**src/rtl/fifo_read_drain.sv**
```systemverilog
// Read-side FIFO consumer: issues single read pulses, waits out RAM latency,
// captures the word and presents it on a valid/ready port with burst markers.
module fifo_read_drain #(
   parameter int unsigned WIDTH      = 8,
   parameter int unsigned RD_LATENCY = 2,
   parameter int unsigned BURST      = 4
) (
   input  logic             clk,
   input  logic             reset,
   input  logic             enable,
   input  logic             empty,
   input  logic [WIDTH-1:0] rd_data,
   output logic             read,
   output logic [WIDTH-1:0] out_data,
   output logic             out_valid,
   input  logic             out_ready,
   output logic             out_last,
   output logic [15:0]      words_sent
);

   localparam int unsigned LAT_W    = (RD_LATENCY > 2) ? $clog2(RD_LATENCY) : 1;
   localparam int unsigned LAT_LAST = (RD_LATENCY > 1) ? RD_LATENCY - 2 : 0;
   localparam int unsigned BURST_W  = (BURST > 1) ? $clog2(BURST) : 1;

   typedef enum logic [2:0] {
      S_IDLE,
      S_REQ,
      S_WAIT,
      S_CAP,
      S_HOLD
   } state_t;

   state_t               r_state;
   state_t               w_state_next;
   logic                 w_capture;
   logic                 w_handshake;
   logic [LAT_W-1:0]     r_lat;
   logic [BURST_W-1:0]   r_burst;
   logic                 r_read;
   logic [WIDTH-1:0]     r_out_data;
   logic                 r_out_valid;
   logic                 r_out_last;
   logic [15:0]          r_words_sent;

   // State register
   always_ff @(posedge clk) begin
      if (reset) r_state <= S_IDLE;
      else       r_state <= w_state_next;
   end

   // Next-state and datapath strobes; empty is only consulted at decision points
   always_comb begin
      w_state_next = r_state;
      w_capture    = 1'b0;
      w_handshake  = 1'b0;
      case (r_state)
         S_IDLE: begin
            if (enable && !empty) w_state_next = S_REQ;
         end
         S_REQ: begin
            w_state_next = (RD_LATENCY > 1) ? S_WAIT : S_CAP;
         end
         S_WAIT: begin
            if (r_lat == LAT_W'(LAT_LAST)) w_state_next = S_CAP;
         end
         S_CAP: begin
            w_capture    = 1'b1;
            w_state_next = S_HOLD;
         end
         S_HOLD: begin
            if (out_ready) begin
               w_handshake  = 1'b1;
               w_state_next = (enable && !empty) ? S_REQ : S_IDLE;
            end
         end
         default: w_state_next = S_IDLE;
      endcase
   end

   // read is registered from the next state so it is high exactly while in REQ
   always_ff @(posedge clk) begin
      if (reset) begin
         r_read       <= 1'b0;
         r_lat        <= '0;
         r_burst      <= '0;
         r_out_data   <= '0;
         r_out_valid  <= 1'b0;
         r_out_last   <= 1'b0;
         r_words_sent <= '0;
      end else begin
         r_read <= (w_state_next == S_REQ);

         if (r_state == S_REQ)       r_lat <= '0;
         else if (r_state == S_WAIT) r_lat <= r_lat + LAT_W'(1);

         if (w_capture) begin
            r_out_data  <= rd_data;
            r_out_valid <= 1'b1;
            r_out_last  <= (r_burst == BURST_W'(BURST - 1));
         end else if (w_handshake) begin
            r_out_valid  <= 1'b0;
            r_out_last   <= 1'b0;
            r_words_sent <= r_words_sent + 16'd1;
            if (r_burst == BURST_W'(BURST - 1)) r_burst <= '0;
            else                                r_burst <= r_burst + BURST_W'(1);
         end
      end
   end

   assign read       = r_read;
   assign out_data   = r_out_data;
   assign out_valid  = r_out_valid;
   assign out_last   = r_out_last;
   assign words_sent = r_words_sent;

endmodule

```
**config.mk**
```make
export PLATFORM = sky130hd
export DESIGN_NAME = fifo_read_drain
export DESIGN_NICKNAME = d
export VERILOG_FILES = /design/src/rtl/fifo_read_drain.sv
export SDC_FILE = /design/constraint.sdc
export NUM_CORES = 1
export LEC_CHECK = 0
export CAP_MARGIN = 30
export CORE_MARGIN = 1
export CORE_UTILIZATION = 50
export CTS_CLUSTER_SIZE = 14
export DETAILED_ROUTE_END_ITERATION = 10
export PLACE_DENSITY_LB_ADDON = 0.08
export SLEW_MARGIN = 5
export SYNTH_ARGS = -nofsm -noshare
export SYNTH_HDL_FRONTEND = slang
export SYNTH_SLANG_ARGS = --single-unit
```
**constraint.sdc**
```tcl
create_clock -name clk -period 4.77 [get_ports clk]
set_input_delay 1.1925 -clock clk [delete_from_list [all_inputs] [get_ports clk]]
set_output_delay 1.1925 -clock clk [all_outputs]
set_load 0.05 [all_outputs]
```
==> summary.md <==
| Metric | Value |
|---|---|
| Mapped Nets | `176` |
| Total routing usage reported by global routing | `23.5%` |
| Clock Latency Late Sink | `0.33 ns` |
| Required time of the worst setup path | `roughly 5.0 ns` |
| Global-route wire length before repair | `roughly 4.8 mm` |
| Type of element launching the critical path | `input pin` |
| Number of hold-repair buffers added at the cts stage | `0` |
| Share of Yosys cell area claimed by the top area cell type | `48.1%` |
| Endpoint with the worst hold slack | `out_data[6]` |
| P_leak | `0.629 nW` |
| Cell depth of the worst flop-to-flop path | `5` |
| Total overflow reported by the global router | `0` |
| Net Sw Frac | `23.4%` |
| Hold_ws | `about 0.46 ns` |
| Total Nets Final | `between 200 and 250` |
| Fin crit period | `2.89 ns` |
| Via count | `between 1000 and 1500` |
| Area enclosed by the die boundary | `a little under 0.003 sq mm` |
| Net switching component of the power | `0.118 mW` |
| Cell taking the most area after synthesis | `sky130_fd_sc_hd__dfxtp_1` |
| Least-Margin Pin Slew | `0.515 ns` |
| Clock root cell | `sky130_fd_sc_hd__clkbuf_4` |
| Pre-antenna DRT Iters | `4` |
| Peak VDD IR | `~330 uV` |
| Critical path endpoint category | `flop` |
| Initial DRC Count | `17` |
| Initial standard-cell utilization of the core | `a little over half` |
| Part of the total power dissipated in combinational logic | `~8.2%` |
| IO Pins | `40` |
| Most frequently used flop master after synthesis | `sky130_fd_sc_hd__dfxtp_1` |
| Std cell rows | `18` |
| Yosys reg bits | `33` |
| Sum Neg Setup Slack | `0 ns` |
| Final weighted congestion of routability-driven global placement | `0.755` |
| Flop-to-flop setup slack | `2.75 ns` |
| Residual DRC | `0` |
| Clock buffer count from CTS | `5` |
| Asr flop ratio synth | `0%` |
| Total internal power | `0.386 mW` |
| Final number of hold-violating endpoints | `0` |
| Type of the setup path with the least slack | `input pin to flop` |
| Post-CTS setup buffer count | `0` |
| Post-synthesis cell area | `about 0.0014 sq mm` |
| Pin count of the biggest net entering global routing | `22` |
| PostCTS Resize Cnt | `0` |
| Clock tree skew after final layout | `0.00743 ns` |
| Pwr Total | `0.504 mW` |
| Area Overhead vs Synth | `34.4%` |
| Fraction of the cycle the final worst path needs | `60.5%` |
| Result of the run | `finished clean` |
| Leading cell types by total area after synthesis | `sky130_fd_sc_hd__dfxtp_1 (48%), sky130_fd_sc_hd__a21oi_1 (6.6%), sky130_fd_sc_hd__nand2_1 (6.3%), sky130_fd_sc_hd__xnor2_1 (5.1%), sky130_fd_sc_hd__nor2_1 (4.1%)` |
| Number of routed nets with antenna violations | `0` |
| Number of antenna violations at the first check in global routing | `0` |
| Part of the total power dissipated in the clock network | `35.0%` |
| Post-Syn Instances | `between 150 and 200` |
| H-tree depth reported by CTS | `2` |
| Number of setup violations in the final report | `0` |
| Power share of the sequential group | `56.9%` |
| Maximum buffer depth of the clock tree | `2` |
| Origin of the critical flop-to-flop path | `r_state[2]` |
| P per Cell Area | `between 200 and 300 mW/mm^2` |
| Vias in the first global route | `around 1200` |
| Endpoint of the worst-slack reg-to-reg timing path | `words_sent[13]` |
| Clock-pin transition on the worst setup and hold timing paths | `0.10 ns` |
| Final wirelength | `3.06 mm` |
| Final-report max-slew violation count | `0` |
| TritonCTS clock tree | `done` |
| Type of the worst min-delay path | `flop to flop` |
| Share of layout cells above drive strength 1 | `5.47%` |
| Maximum net fanout on the critical path | `18` |
| Buffers added on ports | `39` |
| Number of enable flip-flop cells after synthesis | `0` |
| Crit path DAT | `3.15 ns` |
| Number of clock sinks | `33` |
| RSZ-0062 raised after global routing | `false` |
| Post-Syn Area per Cell | `8.53 sq um` |
| Sequential element share of the synthesized area | `48.1%` |
| Number of warnings issued by yosys | `0` |
| Routed wirelength normalized by instance count | `13.3 um` |
| Sum of net half-perimeters after detailed placement | `2.10 mm` |
| F_max | `346 MHz` |
| Hold Path Origin | `out_data[6]` |
| Normalized max-slew margin | `65.5%` |
| Synth unique cells | `34` |
| Floorplan core area | `0.00254 sq mm` |
| Chip height | `54.4 um` |
| Worst hold path depth | `2` |
| Routed via count divided by cell count | `5.46` |
| Antenna Cells | `0` |
| Max capacitance violation total | `0` |
| Horizontal die dimension | `54.4 um` |
-- through the flow --
step                cell area [sq um]  setup slack (ns)  util [%]  std cells
floorplan                        1370              2.25         -        161
global placement                 1760              1.64      69.2        222
detailed placement               1780              1.58      69.8        223
CTS                              1850              1.90      72.6        231
global route                     1850              1.85      72.6        231
finish                           1850              1.88      72.6        231
-- cells by family after synthesis --
family | Yosys count | share of synthesized area (%)
AND/OR/NAND/NOR | 74 | 27.1
flip-flops | 33 | 48.1
AO/OA/AOI/OAI | 27 | 10.3
buffers and inverters | 12 | 4.28
XOR/XNOR | 11 | 7.01
multiplexers | 2 | 1.46
adder cells (fa/ha/maj) | 2 | 1.82
-- layout make-up --
class                      count  area [sq um]
clock inverter                 1          5.00
tap                           30          37.5
inverter                       3          11.3
timing repair buffer          41           413
sequential                    33           661
clock buffer                   7          65.1
multi-input combinational    116           654
fill                         200           698
-- synthesized netlist by cell type (2+ instances only) --
cell type and count:
sky130_fd_sc_hd__ha_1 2, sky130_fd_sc_hd__nand4b_1 2, sky130_fd_sc_hd__nand2_1 23, sky130_fd_sc_hd__nor4_1 4
sky130_fd_sc_hd__nor3_1 7, sky130_fd_sc_hd__clkbuf_1 4, sky130_fd_sc_hd__dfxtp_1 33, sky130_fd_sc_hd__a21oi_1 18
sky130_fd_sc_hd__mux2i_1 2, sky130_fd_sc_hd__or3_1 5, sky130_fd_sc_hd__xor2_1 3, sky130_fd_sc_hd__nand3_1 6
sky130_fd_sc_hd__xnor2_1 8, sky130_fd_sc_hd__o21ai_0 7, sky130_fd_sc_hd__nand4_1 3, sky130_fd_sc_hd__nor2_1 15
sky130_fd_sc_hd__inv_1 2
-- cells in the final DEF, fill, tap and decap left out, drive strengths merged, types with 3 or more instances in the layout --
master and n:
nand2 23, o21ai 7, dfxtp 33, or3 5
nand4 3, nor4 4, nand3 6, clkdlybuf4s50 39
nor2 15, nor3 7, a21oi 18, xor2 3
clkbuf 7, xnor2 8
-- power groups by stage --
stage	clock, mW	sequential [mW]	combinational, mW
global route	0.193	0.288	0.0447
finish	0.176	0.287	0.0411
floorplan	0	0.297	0.0211
global placement	0	0.292	0.0388
detailed placement	0	0.293	0.0410
CTS	0.180	0.287	0.0413
-- metal layers --
metal / track usage, % / part of all wire, %
met5: 0 / 0
met3: 7.50 / 5.6
met4: 11.5 / 2.0
met1: 25.3 / 45
met2: 41.3 / 48
-- registers in the layout (all words and copies together), names as in the netlist --
register	cells
words_sent	16
out_data	8
r_state	3
r_burst	2
out_last	1
out_valid	1
r_lat	1
read	1
-- worst max-delay path, cell delays in order --
cell and delay, ns:
sky130_fd_sc_hd__clkdlybuf4s50_1 0.51, sky130_fd_sc_hd__nand4bb_1 0.11, sky130_fd_sc_hd__buf_4 0.22, sky130_fd_sc_hd__or4_4 0.58, sky130_fd_sc_hd__or3_1 0.38, sky130_fd_sc_hd__a21oi_1 0.16
-- how the worst max path moves through the flow --
stage          cells past startpoint           from  slack [ns]        endpoint
2_1_floorplan                      5      out_ready        2.25  words_sent[15]
3_3_place_gp                       6      out_ready        1.64  words_sent[13]
3_5_place_dp                       6      out_ready        1.58  words_sent[13]
4_1_cts                            1  words_sent[6]        1.90   words_sent[6]
5_1_grt                            6      out_ready        1.85  words_sent[13]
6_report                           6      out_ready        1.88  words_sent[13]
Power figures use the tool's default switching activity.
